--- src/rtl/jt1943_romarb_pkg.sv ---
// Shared definitions for the jt1943 ROM request arbiter.
package jt1943_romarb_pkg;

  localparam int DATA_W = 32;

  // Two-bit state encoding of the transaction sequencer.
  typedef enum logic [1:0] {
    ST_IDLE      = 2'd0,
    ST_WAIT_ACK  = 2'd1,
    ST_WAIT_DATA = 2'd2,
    ST_DONE      = 2'd3
  } state_t;

endpackage

--- src/rtl/jt1943_rrpick.sv ---
// Combinational round-robin picker: finds the first requesting client
// searching upward from last+1, wrapping modulo N.
module jt1943_rrpick #(
  parameter int N  = 4,
  parameter int IW = (N > 1) ? $clog2(N) : 1
) (
  input  logic [N-1:0]  req,
  input  logic [IW-1:0] last,
  output logic [IW-1:0] gnt_idx,
  output logic          valid
);

  // Walk the N candidates in priority order; the first hit wins.
  always_comb begin
    // NOTE: defaults first so every path assigns both outputs and no latch is inferred.
    gnt_idx = '0;
    valid   = 1'b0;
    for (int i = 1; i <= N; i++) begin
      if (!valid && req[(int'(last) + i) % N]) begin
        valid   = 1'b1;
        gnt_idx = IW'((int'(last) + i) % N);
      end
    end
  end

endmodule

--- src/rtl/jt1943_romarb.sv ---
// Round-robin arbiter sharing one SDRAM read port among N ROM caches.
// One miss becomes one SDRAM read; the word is broadcast on dout and
// only the winning client sees its we bit.
module jt1943_romarb
  import jt1943_romarb_pkg::*;
#(
  parameter int N  = 4,
  parameter int AW = 22
) (
  input  logic              clk,
  input  logic              rst,
  input  logic [N-1:0]      req,
  input  logic [N*AW-1:0]   addr,
  output logic              sdram_req,
  output logic [AW-1:0]     sdram_addr,
  input  logic              sdram_ack,
  input  logic              data_rdy,
  input  logic [DATA_W-1:0] sdram_data,
  output logic [DATA_W-1:0] dout,
  output logic [N-1:0]      we,
  output logic              busy
);

  localparam int IW = (N > 1) ? $clog2(N) : 1;

  state_t              state_q;
  logic [IW-1:0]       gnt_q;
  logic [IW-1:0]       last_q;
  logic                sdram_req_q;
  logic [AW-1:0]       sdram_addr_q;
  logic [DATA_W-1:0]   dout_q;
  logic [N-1:0]        we_q;
  logic [N-1:0]        we_d;

  logic [IW-1:0]       pick_idx;
  logic                pick_valid;
  logic [AW-1:0]       pick_addr;

  jt1943_rrpick #(
    .N  (N),
    .IW (IW)
  ) u_pick (
    .req     (req),
    .last    (last_q),
    .gnt_idx (pick_idx),
    .valid   (pick_valid)
  );

  // Address of the client the picker would grant this cycle.
  assign pick_addr = addr[pick_idx*AW +: AW];

  // Refill strobe for the current grant, loaded when data arrives.
  always_comb begin
    we_d        = '0;
    we_d[gnt_q] = 1'b1;
  end

  // Transaction sequencer with registered SDRAM request, data and strobe.
  always_ff @(posedge clk) begin
    if (rst) begin
      state_q      <= ST_IDLE;
      gnt_q        <= '0;
      last_q       <= IW'(N - 1);
      sdram_req_q  <= 1'b0;
      sdram_addr_q <= '0;
      dout_q       <= '0;
      we_q         <= '0;
    end else begin
      // NOTE: non-blocking throughout so every register sees pre-edge values.
      we_q <= '0;
      case (state_q)
        ST_IDLE: begin
          if (pick_valid) begin
            gnt_q        <= pick_idx;
            sdram_addr_q <= pick_addr;
            sdram_req_q  <= 1'b1;
            state_q      <= ST_WAIT_ACK;
          end
        end
        ST_WAIT_ACK: begin
          // data_rdy without ack here is stale and ignored.
          if (sdram_ack) begin
            sdram_req_q <= 1'b0;
            if (data_rdy) begin
              dout_q  <= sdram_data;
              we_q    <= we_d;
              state_q <= ST_DONE;
            end else begin
              state_q <= ST_WAIT_DATA;
            end
          end
        end
        ST_WAIT_DATA: begin
          if (data_rdy) begin
            dout_q  <= sdram_data;
            we_q    <= we_d;
            state_q <= ST_DONE;
          end
        end
        ST_DONE: begin
          last_q  <= gnt_q;
          state_q <= ST_IDLE;
        end
        default: state_q <= ST_IDLE;
      endcase
    end
  end

  assign sdram_req  = sdram_req_q;
  assign sdram_addr = sdram_addr_q;
  assign dout       = dout_q;
  assign we         = we_q;
  assign busy       = (state_q != ST_IDLE);

endmodule

--- config.mk ---
export PLATFORM = sky130hd
export DESIGN_NAME = jt1943_romarb
export DESIGN_NICKNAME = d
export VERILOG_FILES = /design/src/rtl/jt1943_romarb_pkg.sv /design/src/rtl/jt1943_rrpick.sv /design/src/rtl/jt1943_romarb.sv
export SDC_FILE = /design/constraint.sdc
export NUM_CORES = 1
export LEC_CHECK = 0
export CORE_MARGIN = 2
export CORE_UTILIZATION = 50
export DETAILED_ROUTE_END_ITERATION = 16
export DONT_BUFFER_PORTS = 1
export GPL_ROUTABILITY_DRIVEN = 0
export PLACE_DENSITY_LB_ADDON = 0.15
export SLEW_MARGIN = 10
export SYNTH_ARGS = -nofsm -noshare
export SYNTH_HDL_FRONTEND = slang
export SYNTH_SLANG_ARGS = --single-unit
--- constraint.sdc ---
create_clock -name clk -period 2.28 [get_ports clk]
set_input_delay 0.456 -clock clk [delete_from_list [all_inputs] [get_ports clk]]
set_output_delay 0.456 -clock clk [all_outputs]
set_load 0.02 [all_outputs]
; After elaboration in Yosys (flattened, before gate mapping)
; Cells that the tools add are included.
[word_totals]
ff_bits = 65
elab_cells = 84
[op_classes]
addsub = 4
multipliers = 1
n_lt_le_gt_ge = 6
eq_ne = 6
shifts = 1
n_mux = 36
bitwise = 4
n_reduce_logical = 19
[op_table]
columns = op, n
row1 = $shiftx A88 B8 Y22, 1
row2 = $mux W32, 2
row3 = $pmux W32 S2, 1
row4 = $lt A3 B4 Y1 const B, 4
row5 = $mux W1, 16
row6 = $mux W2, 7
row7 = $bmux W1 S2, 4
row8 = $mux W4, 2
row9 = $pmux W2 S4, 1
row10 = $pmux W4 S2, 1
row11 = $reduce_or A2 Y1, 4
row12 = $mul A2 B4 Y6 const B, 1
row13 = $ne A2 B2 Y1 const B, 3
row14 = $reduce_and A3 Y1, 2
row15 = $reduce_bool A2 Y1, 3
row16 = $add A2 B1 Y2 const B, 2
row17 = $add A2 B2 Y2 const B, 2
row18 = $and A1 B1 Y1 const A, 4
row19 = $eq A2 B2 Y1 const B, 2
row20 = $logic_and A1 B1 Y1, 4
row21 = $reduce_and A2 Y1, 2
row22 = $logic_not A1 Y1, 3
row23 = $lt A2 B3 Y1 const B, 1
row24 = $demux W1 S2, 1
row25 = 4 further kinds, 4

; Logic depth before layout (Yosys ltp)
; Gate-level depths: netlist (run 1).
[logic_depth]
ltp_word = 18
ltp_mapped = 8

; Hierarchy
; From an unflattened synthesis (run 1), not the netlist that was laid out.
[hier_totals]
hier_cells = 296
area_unflattened_um2 = 3051.7
[modules_own_cells]
columns = module, instances, cells_each, area_per_inst_um2
row1 = jt1943_romarb, 1, 282, 2960.3
row2 = jt1943_rrpick, 1, 14, 91.3

; Worst setup path before layout (run 1)
; No wires, ideal clock.
[synth_path]
kind = register -> register
from = register state_q[0]
to = register sdram_addr_q[12] (netlist: sdram_addr[12])
setup_ns = 0.083
arrival_ns = 1.771
required_time_ns = 2.197
path_slack_ns = 0.426
path_stages_with_launch = 8
n_path_buf = 1
synth_period_minus_slack_ns = 1.854
cell_sequence = dfxtp_1 inv_1 ha_1 inv_1 or3_1 or2_2 buf_2 o221ai_1
[synth_via]
elab_chain_cells = 2
[synth_rtl]
columns = item, line
row1 = start: declaration, jt1943_romarb.sv:26  ; state_t state_q;
row2 = start signal: assignment, jt1943_romarb.sv:61  ; state_q <= ST_IDLE;
row3 = start signal: assignment, jt1943_romarb.sv:77  ; state_q <= ST_WAIT_ACK;
row4 = start signal: assignment, jt1943_romarb.sv:87  ; state_q <= ST_DONE;
row5 = $logic_not A2 Y1, jt1943_romarb.sv:71  ; case (state_q)
row6 = $reduce_and A2 Y1 (no line), --
row7 = end signal: assignment, jt1943_romarb.sv:75  ; sdram_addr_q <= pick_addr;
row8 = end: declaration, jt1943_romarb.sv:30  ; logic [AW-1:0] sdram_addr_q;
; No other way between the ends.
; A chain may end at the register's enable or synchronous reset.

; Worst setup path in the final report (run 1)
; Same ends and word-level chain as after synthesis.

==> impl_metrics.yaml, run 1 <==
worst_setup_path:
  cp-end-kind: "flip-flop"
  slowest_delay_ns: 0.60
  cp.required_ns: 2.52
  cp_cell_sequence: "inv_1, ha_1, inv_1, buf_4, nor2_1, nor2_1, nand2_1, o221ai_1"
  critPathKind: "reg2reg"
  cpMaxStageDelayCell: "nor2_1"
  start_kind: "flip-flop"
  worstPathMaxFanout: 12
  r2r_setup_slack_ns: 0.30
  worstPathArrival_ns: 2.22
yosys:
  synth_common_cells: "nand2_1 (83), dfxtp_1 (65), mux2i_1 (44)"
  synth_xor_area_share_pct: 0
  synth_top_family_by_area: "multiplexers"
  synthSimpleGateAreaFrac_pct: 17.6
  synth.area.top_cells: "dfxtp_1 (43%), mux2i_1 (14%), nand2_1 (10%), a21oi_1 (5.9%), mux2_2 (4.1%)"
  synth_nets: 479
  ys_seq_area_share_pct: 42.6
  synth_area_per_cell_sq_um: 8.82
  synth_mux_area_share_pct: 18.5
  synth_compound_gate_area_share_pct: 14.6
  synthMostInstantiatedCell: "nand2_1"
  synth_edf_count: 0
  syn-cell-area_sq_um: 3050
  async_reset_ff_share_pct: 0
  synth_top_area_share_pct: 42.6
  synthFlopType: "dfxtp_1"
  synthAdderAreaFrac_pct: 2.05
  yosysTopAreaCell: "dfxtp_1"
  syn-instance-count: 346
  ys_warn_count: 0
  synth_cell_type_count: 35
  synth_seq_cells: 65
power:
  comb_power_share_pct: 29.1
  p_total_w: 0.00407
  pwr-share-seq_pct: 46.8
  p_sw_w: 0.00160
  p_leak_nw: 1.27
  swShare_pct: 39.2
  internal-power_w: 0.00247
  peakVddDrop_v: 0.000685
  p_clk_share_pct: 24.1
  pwr_density_cell_nw_per_um2: 1220
timing:
  max_freq_ghz: 0.505
  maxSlewViolCount: 0
  worst_slew_pin_slew_ns: 0.774
  rsz0062_at_grt: "no"
  period_needed_ns: 1.98
  whs_ns: 0.191
  clock_skew_ns: 0.00766
  final.period_utilization_pct: 86.8
  maxSlewHeadroom_pct: 48.2
  final-setup-viol-count: 0
  finalHoldViolCount: 0
  fin_setup_tns_ns: 0
die:
  rows: 28
  die_h_um: 82.1
  core_area_sq_um: 5920
  dieArea_sq_um: 6750
  io_pins: 188
  chipWidth_um: 82.1
  start_util_pct: 51.6
route:
  dr.pass1.iters: 4
  top_layer: "met4"
  postRouteAntennaNets: 0
  wl_met1_mm: 2.86
  wl_met2_mm: 3.19
  met3_length_um: 671
  num_vias: 2399
  viasPerCell: 5.68
  wl_per_cell_um: 16.1
  drcViolationCount: 0
  drtIter0Drc: 134
  routed_wl_mm: 6.81
grt:
  grt_start_max_net_pins: 55
  grt_pass1_wl_mm: 10.1
  grt_pass1_vias: 2222
  grt_overflow_total: 0
  grtUsageTotal_pct: 19.7
  grt_antenna_before_repair: 0
clock_network:
  cts_setup_buffers: 0
  htreeDepth: 3
  clkLatencyLatePin_ns: 0.33
  clk_pin_slew_worst_paths_ns: 0.07
  clock-sinks: 65
  cts_hold_buf: 0
  clockBufferDepth: 2
  cts_buffers: 9
  cts_root_buffer: "clkbuf_8"
  cts_tree: "done"
placed_design:
  hpwl_mm: 4.87
  port_buffers: 0
  place_area_sq_um: 3120
cells_and_area:
  diodes: 0
  final_nets: 475
  drive_gt1_share_pct: 11.2
  area.growth.synth_to_final_pct: 8.81
  fin_area_sq_um: 3320
run:
  max_cap_viol_count: 0
run_status:
  status: "complete, no violations"
min_path:
  min_path_type: "in2reg"
[flip-flops by register name (all words and copies together) (netlist names)]
| register | count |
|---|---|
| dout | 32 |
| gnt_q | 2 |
| last_q | 2 |
| sdram_addr | 22 |
| sdram_req | 1 |
| state_q | 2 |
| we | 4 |
[placed cells by master, fill, tap and decap left out, types with 2 or more instances in the layout]
cell type and count:
a211o_1 2, nor3_1 3, a211oi_1 2, a21oi_1 36
nand2b_1 3, clkbuf_8 10, nor2_1 11, nand3_1 2
o221ai_1 12, nor3b_1 2, or3_1 2, o21ai_1 9
buf_12 2, dfxtp_1 65, nand3b_1 10, nor2b_1 2
clkinv_4 2, mux2i_1 44, mux2_2 11, nand2_1 83
clkinvlp_4 2, o21ai_0 2, buf_4 6, inv_1 7
ha_1 5
[final cells by class]
cell class | instances | area (sq um)
clock buffer | 10 | 138
clock inverter | 6 | 67.6
fill | 539 | 2600
inverter | 7 | 26.3
multi-input combinational | 251 | 1610
sequential | 65 | 1300
tap | 75 | 93.8
timing repair buffer | 8 | 85.1
[through the flow]
step / instances / util, % / worst slack, ns
detailed placement: 406 / 52.6 / 0.143
CTS: 422 / 56.1 / 0.132
global route: 422 / 56.1 / 0.111
floorplan: 346 / - / 0.426
global placement: 406 / 52.6 / 0.232
finish: 422 / 56.1 / 0.302
[kinds of logic (layout without fill, tap and decap cells)]
family / count (synthesis) / count (layout)
compound gates: 69 / 69
mux: 55 / 55
buf+inv: 30 / 31
simple gates: 122 / 122
fa+ha+maj: 5 / 5
flops: 65 / 65
[layer usage]
layer,vias up,GRT usage (%)
met4,0,8.67
met2,104,30.2
met1,1091,24.1
met3,8,8.26
li1,1196,-
met5,-,0
[repair_timing]
action	CTS	global route
hold endpoints to repair	0	0
setup endpoints to repair	0	32
gates resized for setup	0	1
[worst max-delay path: cells and delay by family, from the launching register on]
kind                       cells  cell delay [ns]
AOI/OAI and AO/OA              1             0.10
buffers and inverters          3             0.35
adders and majority gates      1             0.26
and+or+nand+nor                3             0.82
DFF                            1             0.38
[power groups by stage]
stage	Combinational, W	Clock, W	Sequential (W)
after floorplan	0.000986	0	0.00186
after global placement	0.00117	0	0.00193
after detailed placement	0.00120	0	0.00193
after CTS	0.00120	0.00101	0.00191
after global routing	0.00133	0.00106	0.00194
final	0.00119	0.000979	0.00190
[worst paths after layout]
| check | startpoint | to | cells after the start |
|---|---|---|---|
| min | rst | dout[7] | 1 |
| min reg2reg | gnt_q[1] | we[2] | 2 |
| max reg2reg | state_q[0] | sdram_addr[12] | 8 |
| max | state_q[0] | sdram_addr[12] | 8 |
No activity file was read; power rests on OpenSTA's default activity.
==> run 2: changes to the inputs <==
CORE_MARGIN = unset   (was 2)
CTS_CLUSTER_DIAMETER = 100   (was unset)
PLACE_DENSITY_LB_ADDON = unset   (was 0.15)
==> impl_metrics.yaml, run 2 (synthesis gave the netlist of run 1 again) <==
route:
  routed_wl_mm: 6.52
  top_layer: "met4"
  met3_length_um: 586
  drtIter0Drc: 124
  num_vias: 2393
  dr.pass1.iters: 4
  wl_met1_mm: 2.71
  postRouteAntennaNets: 0
  viasPerCell: 5.67
  drcViolationCount: 0
  wl_met2_mm: 3.11
  wl_per_cell_um: 15.4
power:
  pwr_density_cell_nw_per_um2: 1220
  p_leak_nw: 1.27
  peakVddDrop_v: 0.000524
grt:
  grtUsageTotal_pct: 20.0
  grt_antenna_before_repair: 0
  grt_pass1_wl_mm: 9.88
  grt_start_max_net_pins: 55
  grt_pass1_vias: 2112
  grt_overflow_total: 0
placed_design:
  hpwl_mm: 4.64
  port_buffers: 0
  dp_cells: 406
min_path:
  hold-path-cell-count: 1
  min_path_type: "in2reg"
timing:
  final.period_utilization_pct: 87.5
  final-setup-viol-count: 0
  period_needed_ns: 2.00
  worst_slew_pin_slew_ns: 0.818
  rsz0062_at_grt: "no"
  fin_setup_tns_ns: 0
  finalHoldViolCount: 0
  clock_skew_ns: 0.00881
  maxSlewViolCount: 0
  max_freq_ghz: 0.501
  maxSlewHeadroom_pct: 45.3
clock_network:
  clk_pin_slew_worst_paths_ns: 0.08
  cts_tree: "done"
  cts_root_buffer: "clkbuf_8"
  clockBufferDepth: 2
  clkLatencyLatePin_ns: 0.34
  cts-resized-gates: 0
  clock-sinks: 65
  cts_hold_buf: 0
  htreeDepth: 3
  cts_setup_buffers: 0
  cts_buffers: 9
worst_setup_path:
  reg2reg_depth: 8
  cp-end-kind: "flip-flop"
  cp.required_ns: 2.52
  worstPathMaxFanout: 12
  start_kind: "flip-flop"
  critPathKind: "reg2reg"
  worstPathArrival_ns: 2.24
run:
  max_cap_viol_count: 0
die:
  start_util_pct: 51.6
  rows: 28
  dieArea_sq_um: 6420
  chipWidth_um: 80.1
  core_area_sq_um: 5920
  io_pins: 188
  die_h_um: 80.1
cells_and_area:
  final_cell_mix: "nand2_1 (83), dfxtp_1 (65), mux2i_1 (44)"
  area.growth.synth_to_final_pct: 8.65
  nFillCells: 575
  largest_register_ffs: 32
  final_nets: 475
  diodes: 0
  drive_gt1_share_pct: 11.0
  layout_commonest_cell: "nand2_1"
  fin_cells: 422
run_status:
  status: "complete, no violations"
==> run 2: cell types whose count changed in the layout (fill, tap and decap cells not counted), sizes merged <==
cell	before	now
inv	7	9
clkbuf	10	9
clkinvlp	2	1
==> run 2: stage by stage <==
stage / utilization, % / area [sq um] / total power (W) / hold slack, ns / worst slack (ns)
floorplan: - / 3050 / 0.00285 / 0.441 / 0.426
global placement: 52.6 / 3120 / 0.00310 / 0.489 / 0.283
detailed placement: 52.6 / 3120 / 0.00312 / 0.491 / 0.257
CTS: 56.0 / 3320 / 0.00411 / 0.164 / 0.284
global route: 56.0 / 3320 / 0.00432 / 0.161 / 0.0540
finish: 56.0 / 3320 / 0.00406 / 0.195 / 0.284
==> run 2: layer usage <==
layer  vias up  global-route usage, %
li1       1195                      -
met1      1069                   24.6
met2       117                   31.7
met3        12                   6.14
met4         0                   9.64
met5         -                      0
==> run 2: power breakdown <==
group / internal, W / switching, W / leakage (nW)
Combinational: 0.000523 / 0.000661 / 0.637
Clock: 0.000514 / 0.000459 / 0.100
Sequential: 0.00141 / 0.000489 / 0.531
Total: 0.00245 / 0.00161 / 1.27
==> run 2: final timing paths <==
path | start | to | slack [ns]
setup / recovery | state_q[0] | sdram_addr[16] | 0.28
hold / removal | rst | dout[24] | 0.20
setup reg to reg | state_q[0] | sdram_addr[16] | 0.28
hold reg to reg | gnt_q[1] | we[2] | 0.50
==> run 2: cell type report <==
type                            count  area [sq um]  area share, %
Clock buffer                        9           124           3.73
Timing Repair Buffer                8          85.1           2.57
Tap cell                           75          93.8           2.83
Clock inverter                      7          77.6           2.34
Inverter                            7          26.3          0.792
Multi-Input combinational cell    251          1610           48.5
Sequential cell                    65          1300           39.2
==> run 2: critical path, stage by stage (launching register included) <==
cell and delay, ns:
dfxtp_1 0.36, inv_1 0.11, ha_1 0.25, inv_1 0.07, buf_4 0.15, nor2_1 0.09, nor2_1 0.66, nand2_1 0.12
o221ai_1 0.10
==> run 3: changes to the inputs <==
--- a/config.mk
+++ b/config.mk
@@ -7,3 +7,3 @@
 export LEC_CHECK = 0
-export CORE_UTILIZATION = 50
+export CORE_UTILIZATION = 55
 export CTS_CLUSTER_DIAMETER = 100
@@ -12,2 +12,3 @@
 export GPL_ROUTABILITY_DRIVEN = 0
+export PLACE_DENSITY = 0.7
 export SLEW_MARGIN = 10
==> constraint.sdc (replaced) <==
create_clock -name clk -period 2.28 [get_ports clk]
set_input_delay 0.342 -clock clk [delete_from_list [all_inputs] [get_ports clk]]
set_output_delay 0.342 -clock clk [all_outputs]
set_load 0.02 [all_outputs]
==> impl_metrics.yaml, run 3 (synthesis gave the netlist of run 1 again) <==
timing:
  clock_skew_ns: 0.00516
  final.period_utilization_pct: 86.0
  final-setup-viol-count: 0
  finalHoldViolCount: 0
  period_needed_ns: 1.96
  max_freq_ghz: 0.510
  rsz0062_at_grt: "no"
  maxSlewHeadroom_pct: 46.7
  fin_setup_tns_ns: 0
  worst_slew_pin_slew_ns: 0.792
  whs_ns: 0.0839
  maxSlewViolCount: 0
run_status:
  status: "complete, no violations"
clock_network:
  clk_pin_slew_worst_paths_ns: 0.07
  cts_hold_buf: 0
  cts_root_buffer: "clkbuf_8"
  clock-sinks: 65
  cts-resized-gates: 0
  htreeDepth: 3
  cts_buffers: 9
  clkLatencyLatePin_ns: 0.33
  cts_setup_buffers: 0
  cts_tree: "done"
  clockBufferDepth: 2
grt:
  grt_start_max_net_pins: 55
  grt_pass1_vias: 2153
  grt_pass1_wl_mm: 10.3
  grtUsageTotal_pct: 22.6
  grt_antenna_before_repair: 0
  grt_overflow_total: 0
worst_setup_path:
  cp.required_ns: 2.53
  cp_num_buf_inv: 3
  start_kind: "flip-flop"
  crit_family: "simple AND/OR/NAND/NOR gates"
  worstPathMaxFanout: 12
  slowest_delay_ns: 0.62
  cpMaxStageDelayCell: "nor2_1"
  cp_cell_sequence: "inv_1, ha_1, inv_1, buf_4, nor2_1, nor2_1, nand2_1, o221ai_1"
  cp-end-kind: "flip-flop"
  worstPathArrival_ns: 2.21
  critPathKind: "reg2reg"
power:
  p_clk_share_pct: 21.9
  pwr_density_cell_nw_per_um2: 1200
  comb_power_share_pct: 29.8
  peakVddDrop_v: 0.000596
  p_leak_nw: 1.25
  internal-power_w: 0.00236
  pwr-share-seq_pct: 48.3
  p_sw_w: 0.00159
  swShare_pct: 40.3
placed_design:
  port_buffers: 0
  hpwl_mm: 4.83
die:
  die_h_um: 76.5
  chipWidth_um: 76.5
  rows: 26
  core_area_sq_um: 5240
  io_pins: 188
  start_util_pct: 58.3
  dieArea_sq_um: 5850
cells_and_area:
  diodes: 0
  final_cell_mix: "nand2_1 (83), dfxtp_1 (65), mux2i_1 (44)"
  layout_commonest_cell: "nand2_1"
  area.growth.synth_to_final_pct: 7.50
  largest_register_ffs: 32
  drive_gt1_share_pct: 10.7
  final_nets: 474
  nFillCells: 480
min_path:
  min_path_type: "in2reg"
route:
  drcViolationCount: 0
  routed_wl_mm: 6.74
  dr.pass1.iters: 4
  num_vias: 2390
  viasPerCell: 5.75
  postRouteAntennaNets: 0
  drtIter0Drc: 116
  wl_per_cell_um: 16.2
run:
  max_cap_viol_count: 0
-- run 3: cell count changes in the layout (fill, tap and decap cells not counted) --
cell and delta:
bufinv_16 -1, buf_4 -1, clkinvlp_4 +1, clkbuf_8 +1
inv_6 -1, clkinv_4 -1, clkinv_2 +1
-- run 3: path summary, 6_finish.rpt --
path	from	endpoint	slack, ns	cells past startpoint
hold / removal	rst	gnt_q[1]	0.08	1
setup reg to reg	state_q[1]	sdram_addr[6]	0.32	8
hold reg to reg	gnt_q[0]	we[2]	0.51	1
setup / recovery	state_q[1]	sdram_addr[6]	0.32	8
-- run 3: worst register-to-register path, stage by stage, from the launching register on --
cell	delay, ns
dfxtp_1	0.39
inv_1	0.11
ha_1	0.23
inv_1	0.08
buf_4	0.15
nor2_1	0.09
nor2_1	0.62
nand2_1	0.13
o221ai_1	0.09
-- run 3: power by group through the flow --
stage	logic, W	clock network, W	registers, W
after floorplan	0.000986	0	0.00186
after global placement	0.00116	0	0.00193
after detailed placement	0.00119	0	0.00193
after CTS	0.00119	0.000891	0.00191
after global routing	0.00132	0.000947	0.00194
final	0.00118	0.000865	0.00191
-- run 3: stage by stage --
stage | total power [W] | instance area, sq um | std cells | worst slack [ns] | util [%]
6_report | 0.00395 | 3280 | 416 | 0.319 | 62.7
5_1_grt | 0.00421 | 3280 | 416 | 0.0433 | 62.7
4_1_cts | 0.00399 | 3280 | 416 | 0.311 | 62.7
3_5_place_dp | 0.00312 | 3100 | 400 | 0.144 | 59.2
3_3_place_gp | 0.00309 | 3100 | 400 | 0.217 | 59.2
2_1_floorplan | 0.00285 | 3050 | 346 | 0.426 | -
-- run 3: final cells by class --
class / count / area (sq um) / share of cell area (%)
clock buffer: 10 / 138 / 4.19
clock inverter: 6 / 42.5 / 1.30
inverter: 7 / 26.3 / 0.801
multi-input combinational: 251 / 1610 / 49.0
sequential: 65 / 1300 / 39.6
tap: 70 / 87.6 / 2.67
timing repair buffer: 7 / 77.6 / 2.36
-- run 3: layer usage --
metal | wire length (um) | GRT usage, % | share of wire [%]
met5 | 0 | 0 | 0
met4 | 62 | 5.58 | 0.92
met3 | 572 | 10.1 | 8.5
met2 | 3390 | 37.7 | 50
met1 | 2720 | 26.5 | 40
